File: config.mk
export PLATFORM = sky130hd
export DESIGN_NAME = spi_loopback_tester
export DESIGN_NICKNAME = d
export VERILOG_FILES = /design/src/rtl/spi_loopback_tester.sv
export SDC_FILE = /design/constraint.sdc
export NUM_CORES = 1
export LEC_CHECK = 0
export BUFFER_PORTS_ARGS = -buffer_cell sky130_fd_sc_hd__buf_2
export CELL_PAD_IN_SITES_DETAIL_PLACEMENT = 0
export CELL_PAD_IN_SITES_GLOBAL_PLACEMENT = 1
export CORE_AREA = 2 2 85 169
export DETAILED_ROUTE_END_ITERATION = 12
export DIE_AREA = 0 0 87 171
export HOLD_SLACK_MARGIN = 0.02
export PLACE_DENSITY = 0.83
export SLEW_MARGIN = 0
export SYNTH_ARGS = -nofsm -noshare
export SYNTH_HDL_FRONTEND = slang
export SYNTH_SLANG_ARGS = --single-unit
File: constraint.sdc
create_clock -name clk -period 2.93 [get_ports clk]
set_input_delay 0.293 -clock clk [delete_from_list [all_inputs] [get_ports clk]]
set_output_delay 0.293 -clock clk [all_outputs]
set_load 0.01 [all_outputs]
File: src/rtl/spi_loopback_tester.sv
// spi_loopback_tester
//   Self-test sequencer for an spi_master / spi_slave pair wired back to back.
//   It runs one framed transfer every INTERVAL cycles. Each transfer uses fresh
//   data patterns, and the sequencer checks both directions of the loopback.
//   It can sweep the four CPOL/CPHA modes. It counts passes and errors, catches
//   hung transfers, and drives active-low status LEDs.
//
// Ports
//   clk          system clock (PLL output)
//   rst          asynchronous reset, active low
//   enable       allows new transfers; only looked at while idle
//   clear        one-cycle pulse: zero counters, flags and leds, reload seeds
//   master_done  one-cycle completion pulse from spi_master
//   master_rx    word received by the master
//   slave_rx     word received by the slave
//   cs           slave select, active low
//   start        one-cycle start pulse to spi_master
//   master_tx    word the master sends
//   slave_tx     word the slave returns
//   cpol, cpha   current SPI mode (cpol = mode[1], cpha = mode[0])
//   baud_div     constant BAUD_DIV for the master
//   pass_count   saturating count of fully correct transfers
//   err_count    saturating count of failed or timed-out transfers
//   timeout_seen sticky flag, set by any timeout
//   led          active low: [0] last master compare ok, [1] last slave compare ok
//   dbg_state    current FSM state, for observation only
//
// Handshake: start is a one-cycle request, and cs is already low one cycle
// before it. master_done is a one-cycle completion. It is accepted only in
// WAIT_DONE and ignored in every other state.
module spi_loopback_tester #(
   parameter int unsigned       WIDTH       = 8,
   parameter int unsigned       INTERVAL    = 67108864,
   parameter int unsigned       BURST       = 16,
   parameter int unsigned       TIMEOUT     = 1024,
   parameter bit                MODE_SWEEP  = 1'b1,
   parameter logic [WIDTH-1:0]  MASTER_SEED = 'h5A,
   parameter logic [WIDTH-1:0]  SLAVE_SEED  = 'hC3,
   parameter int unsigned       BAUD_DIV    = 1
) (
   input  logic             clk,
   input  logic             rst,
   input  logic             enable,
   input  logic             clear,
   input  logic             master_done,
   input  logic [WIDTH-1:0] master_rx,
   input  logic [WIDTH-1:0] slave_rx,
   output logic             cs,
   output logic             start,
   output logic [WIDTH-1:0] master_tx,
   output logic [WIDTH-1:0] slave_tx,
   output logic             cpol,
   output logic             cpha,
   output logic [15:0]      baud_div,
   output logic [15:0]      pass_count,
   output logic [15:0]      err_count,
   output logic             timeout_seen,
   output logic [1:0]       led,
   output logic [2:0]       dbg_state
);

   localparam int IW = $clog2(INTERVAL);
   localparam int TW = $clog2(TIMEOUT);
   localparam int BW = $clog2(BURST + 1);

   typedef enum logic [2:0] {
      IDLE      = 3'd0,
      CS_LOW    = 3'd1,
      START     = 3'd2,
      WAIT_DONE = 3'd3,
      SETTLE    = 3'd4,
      CHECK     = 3'd5
   } state_t;

   state_t          state;
   logic [IW-1:0]   icnt;
   logic [TW-1:0]   tcnt;
   logic [BW-1:0]   burst;
   logic [1:0]      mode;
   logic            scnt;
   logic            clear_pend;

   logic [TW-1:0]   tcnt_inc;
   logic [BW-1:0]   burst_inc;
   logic            timeout_hit;
   logic            xfer_end;
   logic            do_clear;

   function automatic logic [WIDTH-1:0] next_pat(input logic [WIDTH-1:0] p);
      return {p[WIDTH-2:0], p[WIDTH-1]} + WIDTH'(1);
   endfunction

   function automatic logic [15:0] sat_inc(input logic [15:0] v);
      return (v == 16'hFFFF) ? v : v + 16'd1;
   endfunction

   assign cpol      = mode[1];
   assign cpha      = mode[0];
   assign baud_div  = 16'(BAUD_DIV);
   assign dbg_state = state;

   always_comb begin
      tcnt_inc    = tcnt + TW'(1);
      burst_inc   = burst + BW'(1);
      timeout_hit = (state == WAIT_DONE) && !master_done &&
                    (tcnt_inc == TW'(TIMEOUT - 1));
      xfer_end    = (state == CHECK) || timeout_hit;
      // A clear that arrives mid-transfer waits for the return to IDLE.
      // It then replaces that transfer's result.
      do_clear    = ((state == IDLE) && clear) ||
                    (xfer_end && (clear || clear_pend));
   end

   always_ff @(posedge clk or negedge rst) begin
      if (!rst) begin
         state        <= IDLE;
         icnt         <= '0;
         tcnt         <= '0;
         burst        <= '0;
         mode         <= 2'd0;
         scnt         <= 1'b0;
         clear_pend   <= 1'b0;
         cs           <= 1'b1;
         start        <= 1'b0;
         master_tx    <= MASTER_SEED;
         slave_tx     <= SLAVE_SEED;
         pass_count   <= 16'd0;
         err_count    <= 16'd0;
         timeout_seen <= 1'b0;
         led          <= 2'b11;
      end else begin
         case (state)
            IDLE: begin
               // The counter parks at INTERVAL-1, so the next transfer starts
               // in the first cycle that enable is high.
               if (icnt == IW'(INTERVAL - 1)) begin
                  if (enable) begin
                     icnt  <= '0;
                     cs    <= 1'b0;
                     state <= CS_LOW;
                  end
               end else begin
                  icnt <= icnt + IW'(1);
               end
            end
            CS_LOW: begin
               start <= 1'b1;
               state <= START;
            end
            START: begin
               start <= 1'b0;
               tcnt  <= '0;
               state <= WAIT_DONE;
            end
            WAIT_DONE: begin
               if (master_done) begin
                  cs    <= 1'b1;
                  scnt  <= 1'b0;
                  state <= SETTLE;
               end else if (timeout_hit) begin
                  cs    <= 1'b1;
                  state <= IDLE;
               end else begin
                  tcnt <= tcnt_inc;
               end
            end
            SETTLE: begin
               // Two cycles so that slave_rx has crossed from the SPI domain.
               if (scnt) state <= CHECK;
               else      scnt  <= 1'b1;
            end
            CHECK: begin
               state <= IDLE;
            end
            default: begin
               state <= IDLE;
               cs    <= 1'b1;
               start <= 1'b0;
            end
         endcase

         if (do_clear) begin
            pass_count   <= 16'd0;
            err_count    <= 16'd0;
            timeout_seen <= 1'b0;
            led          <= 2'b11;
            master_tx    <= MASTER_SEED;
            slave_tx     <= SLAVE_SEED;
            burst        <= '0;
            clear_pend   <= 1'b0;
         end else begin
            if (clear) clear_pend <= 1'b1;
            if (xfer_end) begin
               if (timeout_hit) begin
                  err_count    <= sat_inc(err_count);
                  timeout_seen <= 1'b1;
                  led          <= 2'b11;
               end else begin
                  led[0] <= (master_rx != slave_tx);
                  led[1] <= (slave_rx != master_tx);
                  if ((master_rx == slave_tx) && (slave_rx == master_tx))
                     pass_count <= sat_inc(pass_count);
                  else
                     err_count  <= sat_inc(err_count);
               end
               master_tx <= next_pat(master_tx);
               slave_tx  <= next_pat(slave_tx);
               if (burst_inc == BW'(BURST)) begin
                  burst <= '0;
                  if (MODE_SWEEP) mode <= mode + 2'd1;
               end else begin
                  burst <= burst_inc;
               end
            end
         end
      end
   end

endmodule

== Word-level counts from Yosys, hierarchy flattened ==
Cells that the tools add are included.
Cells by class
  $add $sub $neg: 8
  equality and inequality tests: 25
  muxes and demuxes: 43
  bitwise logic cells: 2
  reduce and logical (&&, ||, !) cells: 27
Operator list (number)
  2-to-1 mux 16 bit: 10
  2-to-1 mux 26 bit: 2
  adder 16 x 1 -> 16 bit, second input constant: 2
  == test 16 bit, second input constant: 2
  2-to-1 mux 8 bit: 4
  adder 26 x 1 -> 26 bit, second input constant: 1
  == test 26 bit, second input constant: 1
  2-to-1 mux 10 bit: 2
  case mux 10 bit (2 select lines): 1
  adder 8 x 1 -> 8 bit, second input constant: 2
  == test 8 bit: 2
  inequality test 8 bit: 2
  2-to-1 mux 3 bit: 5
  2-to-1 mux 5 bit: 3
  case mux 3 bit (5 select lines): 1
  inequality test 2 bit, second input constant: 7
  AND reduction 4 bit: 3
  nonzero test 2 bit: 6
  adder 10 x 1 -> 10 bit, second input constant: 1
  == test 10 bit, second input constant: 1
  2-to-1 mux 1 bit: 9
  AND reduction 2 bit: 4
  OR reduction 4 bit: 2
  == test 3 x 2 -> 1 bit, second input constant: 2
  16 further kinds: 30
Word-level totals
  register bits after elaboration: 101
  output and inout bits: 74
  logic and storage cells: 120

== Longest topological paths before layout ==
Gate-level depths: netlist of run 1.
  depth after elaboration: 8
  mapped depth: 10

== Least setup slack after synthesis of run 1 ==
Ideal clock, no wire load.
  kind: reg-to-reg
  start: register tcnt[0]
  end: register err_count[12]
  library setup time: 0.076 ns
  arrival: 2.230 ns
  required time: 2.854 ns
  path slack: 0.623 ns
  stages on the path, launching flop included: 10
  path buffers: 1
  clock period less this slack: 2.307 ns
  path through: dfrtp_1 -> ha_1 -> nand4_1 -> xor2_1 -> o22a_1 -> nor3b_4 -> o21bai_2 -> buf_6 -> or4_1 -> o21ai_1
On the way
  longest elaborated chain between the ends: 8
  elaborated cells on any way between the ends: 12
  classes of those cells: add/sub (1); eq/ne (2); mux (3); reduce/logical (6)
Ends and longest elaborated chain
  start: declaration: line 77  | logic [TW-1:0] tcnt;
  start signal: assignment: line 164  | tcnt <= tcnt_inc;
  adder 10 x 1 -> 10 bit *: line 103  | tcnt_inc = tcnt + TW'(1);
  == test 10 bit *: line 106  | (tcnt_inc == TW'(TIMEOUT - 1));
  logical AND 1 bit *: line 105  | timeout_hit = (state == WAIT_DONE) && !master_done &&
  logical OR 1 bit: line 107  | xfer_end = (state == CHECK) || timeout_hit;
  logical AND 1 bit: line 111  | (xfer_end && (clear || clear_pend));
  logical OR 1 bit: line 110  | do_clear = ((state == IDLE) && clear) ||
  inequality test 3 bit (no source line) or nonzero test 2 bit (tied branches)
  AND reduction 2 bit (no source line)
  end signal: assignment: line 195  | err_count <= sat_inc(err_count);
  end signal: assignment: line 204  | err_count <= sat_inc(err_count);
  end: declaration: line 56  | output logic [15:0] err_count,
Every way passes the cells marked *; elsewhere a longest branch is shown, timed or not. The select of a mux whose other input is x is not followed.
A chain may end at the register's enable or synchronous reset.

== Worst setup path in the final report of run 1 ==
Same ends and word-level chain as after synthesis.

==> results of run 1 <==
power by group:
part           leakage [nW]  switching (mW)  internal (mW)
clock                 0.166           0.519          0.862
combinational          1.52           0.802          0.495
sequential             1.29           0.238           1.58
total                  2.98            1.56           2.93
metal layers:
metal,routed length [µm],share of wire [%]
met5,0,0
met4,99,0.73
met3,517,3.8
met2,6310,47
met1,6570,49
synth_stat cells (3+ instances only):
| library cell | instances |
|---|---|
| nand4_1 | 16 |
| inv_1 | 12 |
| nand2b_1 | 9 |
| nand3_1 | 44 |
| o22a_1 | 5 |
| buf_2 | 11 |
| o41ai_1 | 6 |
| a21o_1 | 6 |
| and3_1 | 11 |
| o21ai_1 | 6 |
| dfstp_2 | 11 |
| xnor2_1 | 27 |
| and4_1 | 7 |
| clkbuf_1 | 11 |
| mux2i_1 | 7 |
| nor2_1 | 45 |
| ha_1 | 8 |
| o21ai_0 | 66 |
| or3_1 | 10 |
| a21oi_1 | 24 |
| nor2b_1 | 6 |
| and2_1 | 3 |
| o31ai_1 | 22 |
| xor2_1 | 7 |
| o21a_1 | 4 |
| buf_4 | 20 |
| a31oi_1 | 7 |
| nand2_1 | 70 |
| o211ai_1 | 6 |
| dfrtp_1 | 90 |
| or4_1 | 12 |
| nor3_1 | 14 |
sequential cells by signal, summed over array words and instances (netlist names), 2 cells and up:
signal / cells
slave_tx: 8
led: 2
icnt: 26
err_count: 16
tcnt: 10
master_tx: 8
mode: 2
burst: 5
pass_count: 16
dbg_state: 3
placed cells by master, fill, tap and decap left out, drive strengths merged, types with 2 or more instances in the layout:
master | synthesis | final
o21a | 4 | 4
and2 | 3 | 3
nand4 | 18 | 18
nand3 | 44 | 44
a31oi | 7 | 7
o21ai | 72 | 72
bufinv | 0 | 3
nor2 | 46 | 46
or3b | 2 | 2
o41ai | 6 | 6
nand2b | 9 | 9
and4 | 7 | 7
nand2 | 70 | 70
nor3 | 16 | 16
mux2i | 7 | 7
o311ai | 2 | 2
buf | 33 | 102
nor4 | 3 | 3
conb | 2 | 16
nor4b | 3 | 3
or2 | 4 | 4
or4 | 12 | 12
a21oi | 25 | 25
ha | 8 | 8
xor2 | 7 | 7
xnor2 | 27 | 27
a21o | 6 | 6
clkbuf | 12 | 11
nor2b | 6 | 6
a21boi | 2 | 2
o31ai | 22 | 22
or3 | 10 | 10
o22a | 5 | 5
dfrtp | 90 | 90
and3 | 11 | 11
a22o | 2 | 2
dfstp | 11 | 11
inv | 12 | 13
nand3b | 2 | 2
o211ai | 6 | 6
area by class of cell:
cell class	count	area [µm²]	share of cell area, %
Clock buffer	11	243	3.62
Clock inverter	5	106	1.59
Inverter	12	45.0	0.672
Multi-Input combinational cell	498	2980	44.4
Sequential cell	101	2540	37.9
Tap cell	157	196	2.93
Timing Repair Buffer	103	596	8.88
path summary, 6_finish.rpt:
path	from	endpoint	slack (ps)	cells past startpoint
worst max-delay path	tcnt[0]$_DFFE_PN0P_	err_count[12]$_DFFE_PN0P_	230	9
worst min-delay path	master_done	dbg_state[2]$_DFFE_PN0P_	300	2
worst min register to register	icnt[16]$_DFFE_PN0P_	icnt[16]$_DFFE_PN0P_	470	1
min in group asynchronous	rst	icnt[11]$_DFFE_PN0P_	490	2
max in group asynchronous	rst	led[0]$_DFFE_PN1P_	1660	3
worst max register to register	tcnt[0]$_DFFE_PN0P_	err_count[12]$_DFFE_PN0P_	230	9
critical path, cell delays in order (launching register included):
cell and delay [ps]:
dfrtp_1 490, ha_1 270, nand4_1 130, xor2_1 160, o22a_1 280, nor3b_4 340, o21bai_2 180, buf_4 210
or4_1 460, o21ai_1 90
per-stage QoR:
step	util [%]	setup slack (ps)	area (µm²)
5_1_grt	49.1	27.2	6710
3_5_place_dp	46.3	36.4	6330
4_1_cts	48.9	12.5	6690
2_1_floorplan	-	623	5820
3_3_place_gp	46.3	97.0	6330
6_report	49.1	235	6710
cells by family (layout without fill, tap and decap cells):
| kind of cell | count (synthesis) | after routing | synth area share (%) |
|---|---|---|---|
| fa+ha+maj | 8 | 8 | 1.74 |
| other cells | 2 | 16 | 0.130 |
| flops | 101 | 101 | 44.1 |
| compound gates | 165 | 165 | 17.7 |
| xor+xnor | 34 | 34 | 5.16 |
| simple gates | 268 | 268 | 24.5 |
| mux | 7 | 7 | 1.22 |
| buf+inv | 57 | 131 | 5.40 |
timing repair:
item	in CTS	in global routing
hold endpoints to repair	40	0
hold buffers	1	0
setup endpoints to repair	0	21
setup buffers	0	1
resized for setup	0	3
==> metrics.md, run 1 <==
| Metric | Value |
|---|---|
| Tightest Hold Check Type | in -> reg |
| CP required | ~3200 ps |
| Number of enable-type register cells in the synthesized netlist | 0 |
| Maximum number of pins on one net before global-route repair | 44 |
| TritonCTS clock tree | done |
| Dominant cells by area after synthesis | dfrtp_1 39%, o21ai_0 5.7%, dfstp_2 5.0%, nand2_1 4.6%, xnor2_1 4.1% |
| Final Max Tran Viols | 0 |
| Remaining global-route overflow | 0 |
| Die height | 171 µm |
| First drt pass iteration count | 4 |
| Instance count of the mapped netlist | 642 |
| Worst Hold Margin | 297 ps |
| Global-route track usage on met1 | 27.0% |
| IR drop worst, VDD | approximately 0.30 mV |
| Ant diodes | 0 |
| Remaining number of nets flagged by the antenna check after routing | 0 |
| CP max FO | 11 |
| Fmax | 371 MHz |
| Post-DP HPWL | 9570 µm |
| Setup skew after layout | 11.4 ps |
| Insertion delay of the later-clocked pin in the worst-skew pair | roughly 340 ps |
| Post-synthesis cell type count | 60 |
| Synthesis-to-layout area growth | 16.3% |
| Fraction of the cycle the final worst path needs | 92.0% |
| Total of fill cells in the finished design | 1337 |
| Buffer depth of the longest clock path | 2 |
| Setup_tns | 0 ps |
| Run status | complete, no violations |
| Routing usage on met2 | 28.1% |
| Placement row count | 61 |
| Initial standard-cell utilization of the core | 42.2% |
| Data arrival at the endpoint of the critical path | 2960 ps |
| Average detailed-routed wire length per instance | 15.2 µm |
| Warning count from the yosys run | 0 |
| Setup repair after global routing missed its margin | no |
| Final Critical Period | 2700 ps |
| Nature of the critical path endpoint | register |
| Drc violations | 0 |
| Total vias in the final route | 4996 |
| Width of the chip | ~87 µm |
| Power density of the placed cells | 670 mW/mm² |
| Async S/R FF share, synth | 100% |
| Dominant register cell in the synthesized netlist | dfrtp_1 |
| Largest area contributor in the synthesized netlist | dfrtp_1 |
| Number of levels the H-tree was split into | 3 |
| Launching element type of the critical path | register |
| Initial antenna violation count | 0 |
| Share of Yosys cell area claimed by the top area cell type | 39.1% |
| #FFs+latches synth | ~100 |
| Total length of routed wires | 13500 µm |
| Cell Area, Synth | 0.00577 mm² |
| Clock buffer count from CTS | 9 |
| Layout Cells excl Fill | 887 |
| Via density per instance | 5.63 |
| Synthesized area divided by synthesized cell count | around 9.0 µm² |
| Count of endpoints failing setup in the final report | 0 |
| Root Driver | clkbuf_16 |
| Initial DRC Count | 232 |
| Clock Pin Slew Worst Setup and Hold Paths | 70 ps |
| Ratio of cells with drive above 1 in the final layout | between 15 and 20% |
| Met3 capacity usage during global routing | ~2.3% |
| Number of nets in the final layout | roughly 750 |
| Global routing's busiest layer | met2 |
| Max-capacitance violation count | 0 |
| Placeable core region | 0.0137 mm² |
| Global routing usage summed across all routing layers | 18.4% |
| Leakage power | 2.98 nW |
| Slew of the pin with the lowest slew margin | 793 ps |
| Worst slew margin | between 40 and 50% |
| Class of the most critical setup path | reg -> reg |
| Number of sinks driven by the clock tree | just over 100 |
| Number of hold violations in the final report | 0 |
| Placed Cells | 869 |
| Floorplan die area | about 0.015 mm² |
| Overall power after layout | 4.49 mW |
| IO Pins | 95 |
| GPL Wtd Cong | approximately 0.8 |
| Vias in the first global route | 4466 |
| Global-route wire length before repair | 22100 µm |
| Buffers added on ports | 78 |
| Part of the Yosys area used for sequential elements | 44.1% |
(Power assumes the default switching activity.)
==> run 2, diff against run 1 <==
Settings changed: CORE_AREA 2 2 85 169 to 2 2 126 115, DIE_AREA 0 0 87 171 to 0 0 128 117.
==> run 2 against run 1 <==
The flow now finishes with violations (hold timing). Cell area down 0.73%. Routed wire length up 1.5%. Clock skew down 3.1 ps. Worst setup slack better by 35 ps. Combinational power about the same. Global-route usage up 0.60 points. Worst hold slack worse by 350 ps. Sequential power about the same. Critical endpoint is now err_count[5]$_DFFE_PN0P_.
==> metrics.md, run 2 (same netlist as run 1, synthesis figures left out) <==
| Metric | Value |
|---|---|
| Run status | complete, but fails checks (was complete, no violations) |
| Failing checks | hold timing |
| Count of endpoints failing setup in the final report | 0 (unchanged) |
| Number of sinks driven by the clock tree | 101 (unchanged) |
| Crit path cell chain | ha_1 -> nand4_1 -> xor2_1 -> o22a_1 -> nor3b_4 -> o21bai_2 -> or2_1 -> o41ai_1 (was ha_1 -> nand4_1 -> xor2_1 -> o22a_1 -> nor3b_4 -> o21bai_2 -> buf_4 -> or4_1 -> o21ai_1) |
| Launching element type of the critical path | register (unchanged) |
| Ratio of cells with drive above 1 in the final layout | 19.2% (was 19.6%) |
| Part of the total power dissipated in combinational logic | 30.0% (was 28.9%) |
| Global routing usage summed across all routing layers | 19.0% (was 18.4%) |
| Max-capacitance violation count | 0 (unchanged) |
| Remaining number of nets flagged by the antenna check after routing | 0 (unchanged) |
| Worst path bufs/invs | 0 (was 1) |
| Most common library cell in the layout ignoring fill and taps | dfrtp_1 (unchanged) |
| Via density per instance | 5.63 (about the same) |
| Total vias in the final route | 5068 (was 4996) |
| TritonCTS clock tree | done (unchanged) |
| Global-route wire length before repair | 22900 µm (was 22100 µm) |
| CP max FO | 10 (was 11) |
| Global routing's busiest layer | met2 (unchanged) |
| Final Max Tran Viols | 0 (unchanged) |
| Fraction of the cycle the final worst path needs | 90.8% (was 92.0%) |
| Cell family with the largest share of critical-path delay | simple AND/OR/NAND/NOR gates (unchanged) |
| Leakage power | 2.95 nW (was 2.98 nW) |
| Remaining global-route overflow | 0 (unchanged) |
| Ant diodes | 0 (unchanged) |
| Die height | 117 µm (was 171 µm) |
| Slew of the pin with the lowest slew margin | 705 ps (was 793 ps) |
| Post-layout utilization of the core | 48.4% (was 49.1%) |
| Fmax | 376 MHz (was 371 MHz) |
| Width of the chip | 128 µm (was 87 µm) |
| Placement row count | 41 (was 61) |
| Setup skew after layout | 8.30 ps (was 11.4 ps) |
| Vias in the first global route | 4782 (was 4466) |
| CP required | 3180 ps (was 3190 ps) |
| Sequential share of power | 41.2% (was 40.4%) |
| Met3 capacity usage during global routing | 4.23% (was 2.32%) |
| IO Pins | 95 (unchanged) |
| Setup repair after global routing missed its margin | no (unchanged) |
| Number of nets in the final layout | 752 (was 754) |
| Reg-to-reg slack, setup | 270 ps (was 230 ps) |
| Setup_tns | 0 ps (unchanged) |
| Synthesis-to-layout area growth | 15.5% (was 16.3%) |
| Area of all placed cells without fillers | 0.00666 mm² (was 0.00671 mm²) |
| Nature of the critical path endpoint | register (unchanged) |
| Buffers added on ports | 78 (unchanged) |
| Initial DRC Count | 459 (was 232) |
| Overall power after layout | 4.39 mW (was 4.49 mW) |
| First drt pass iteration count | 5 (was 4) |
| Total length of routed wires | 13700 µm (was 13500 µm) |
| GPL Wtd Cong | 0.875 (was 0.798) |
| Power density of the placed cells | 659 mW/mm² (was 670 mW/mm²) |
| Root Driver | clkbuf_16 (unchanged) |
| Clock buffer count from CTS | 9 (unchanged) |
| Buffer depth of the longest clock path | 2 (unchanged) |
| Average detailed-routed wire length per instance | 15.2 µm (about the same) |
| Register ranked first by flip-flop count | icnt (unchanged) |
| Int Pwr | 2.82 mW (was 2.93 mW) |
| IR drop worst, VDD | 0.310 mV (was 0.295 mV) |
| Maximum number of pins on one net before global-route repair | 102 (was 44) |
| Insertion delay of the later-clocked pin in the worst-skew pair | 360 ps (was 340 ps) |
| Number of levels the H-tree was split into | 3 (unchanged) |
| Largest registers | icnt (26), err_count (16), pass_count (16) (unchanged) |
| Class of the most critical setup path | reg -> reg (unchanged) |
| Initial standard-cell utilization of the core | 41.9% (was 42.2%) |
| Worst Hold Margin | -49.3 ps (was 297 ps) |
| Clock Pin Slew Worst Setup and Hold Paths | 70 ps (about the same) |
| Post CTS Setup Buffer Count | 0 (unchanged) |
| Placeable core region | 0.0137 mm² (about the same) |
| Most frequent cells in the layout | 90 x dfrtp_1, 77 x buf_2, 70 x nand2_1 (unchanged) |
| Placed inst area | 0.00635 mm² (was 0.00633 mm²) |
| Final Critical Period | 2660 ps (was 2700 ps) |
| Floorplan die area | 0.0150 mm² (was 0.0149 mm²) |
| Routing usage on met2 | 31.6% (was 28.1%) |
| Global-route track usage on met1 | 24.8% (was 27.0%) |
| Clock group share of total power | 28.8% (was 30.7%) |
| Largest stage delay on the critical path | 490 ps (about the same) |
| Drc violations | 0 (unchanged) |
| Number of hold violations in the final report | 24 (was 0) |
| Net switching component of the power | 1.56 mW (about the same) |
| Net switching share of the total power | 35.6% (was 34.7%) |
| Max FFs per register | 26 (unchanged) |
| Data arrival at the endpoint of the critical path | 2910 ps (was 2960 ps) |
| Post-DP HPWL | 9690 µm (was 9570 µm) |
| Initial antenna violation count | 0 (unchanged) |
| Slowest cell on crit path | dfrtp_1 (unchanged) |
| Worst slew margin | 52.5% (was 47.0%) |
| Tightest Hold Check Type | in -> async (was in -> reg) |
run 2: area by class of cell:
cell class / instances / area, µm²
tap: 172 / 215
fill: 1309 / 7090
clock buffer: 14 / 274
timing repair buffer: 101 / 578
inverter: 12 / 45.0
multi-input combinational: 498 / 2970
sequential: 101 / 2540
clock inverter: 2 / 38.8
run 2: repair_timing:
item,4_1_cts,5_1_grt
hold buffers,0,0
setup endpoints to repair,0,3
resized for setup,0,1
run 2: power by group through the flow:
| stage | clock network [mW] | logic (mW) | registers, mW |
|---|---|---|---|
| finish | 1.26 | 1.32 | 1.81 |
| global route | 1.35 | 1.47 | 1.85 |
| detailed placement | 0 | 1.32 | 1.83 |
| floorplan | 0 | 0.826 | 1.83 |
| global placement | 0 | 1.29 | 1.82 |
| CTS | 1.30 | 1.32 | 1.81 |
run 2: layer usage:
layer / vias to the layer above / wire length (µm)
met5: - / 0
met2: 111 / 6530
li1: 2464 / -
met4: 0 / 239
met3: 13 / 577
met1: 2480 / 6350
run 2: path summary, 6_finish.rpt:
kind,startpoint,end,depth (start not counted)
setup / recovery,tcnt[0]$_DFFE_PN0P_,err_count[5]$_DFFE_PN0P_,8
hold / removal,rst,tcnt[8]$_DFFE_PN0P_,2
setup reg to reg,tcnt[0]$_DFFE_PN0P_,err_count[5]$_DFFE_PN0P_,8
hold reg to reg,mode[1]$_DFFE_PN0P_,mode[1]$_DFFE_PN0P_,1
max in group asynchronous,rst,tcnt[2]$_DFFE_PN0P_,2
min in group clk,master_done,dbg_state[2]$_DFFE_PN0P_,2
run 2: through the flow:
stage | instances | setup slack (ps)
final | 900 | 270
after global routing | 900 | 27.9
after CTS | 900 | 179
after detailed placement | 884 | 192
after global placement | 884 | 318
after floorplan | 656 | 623
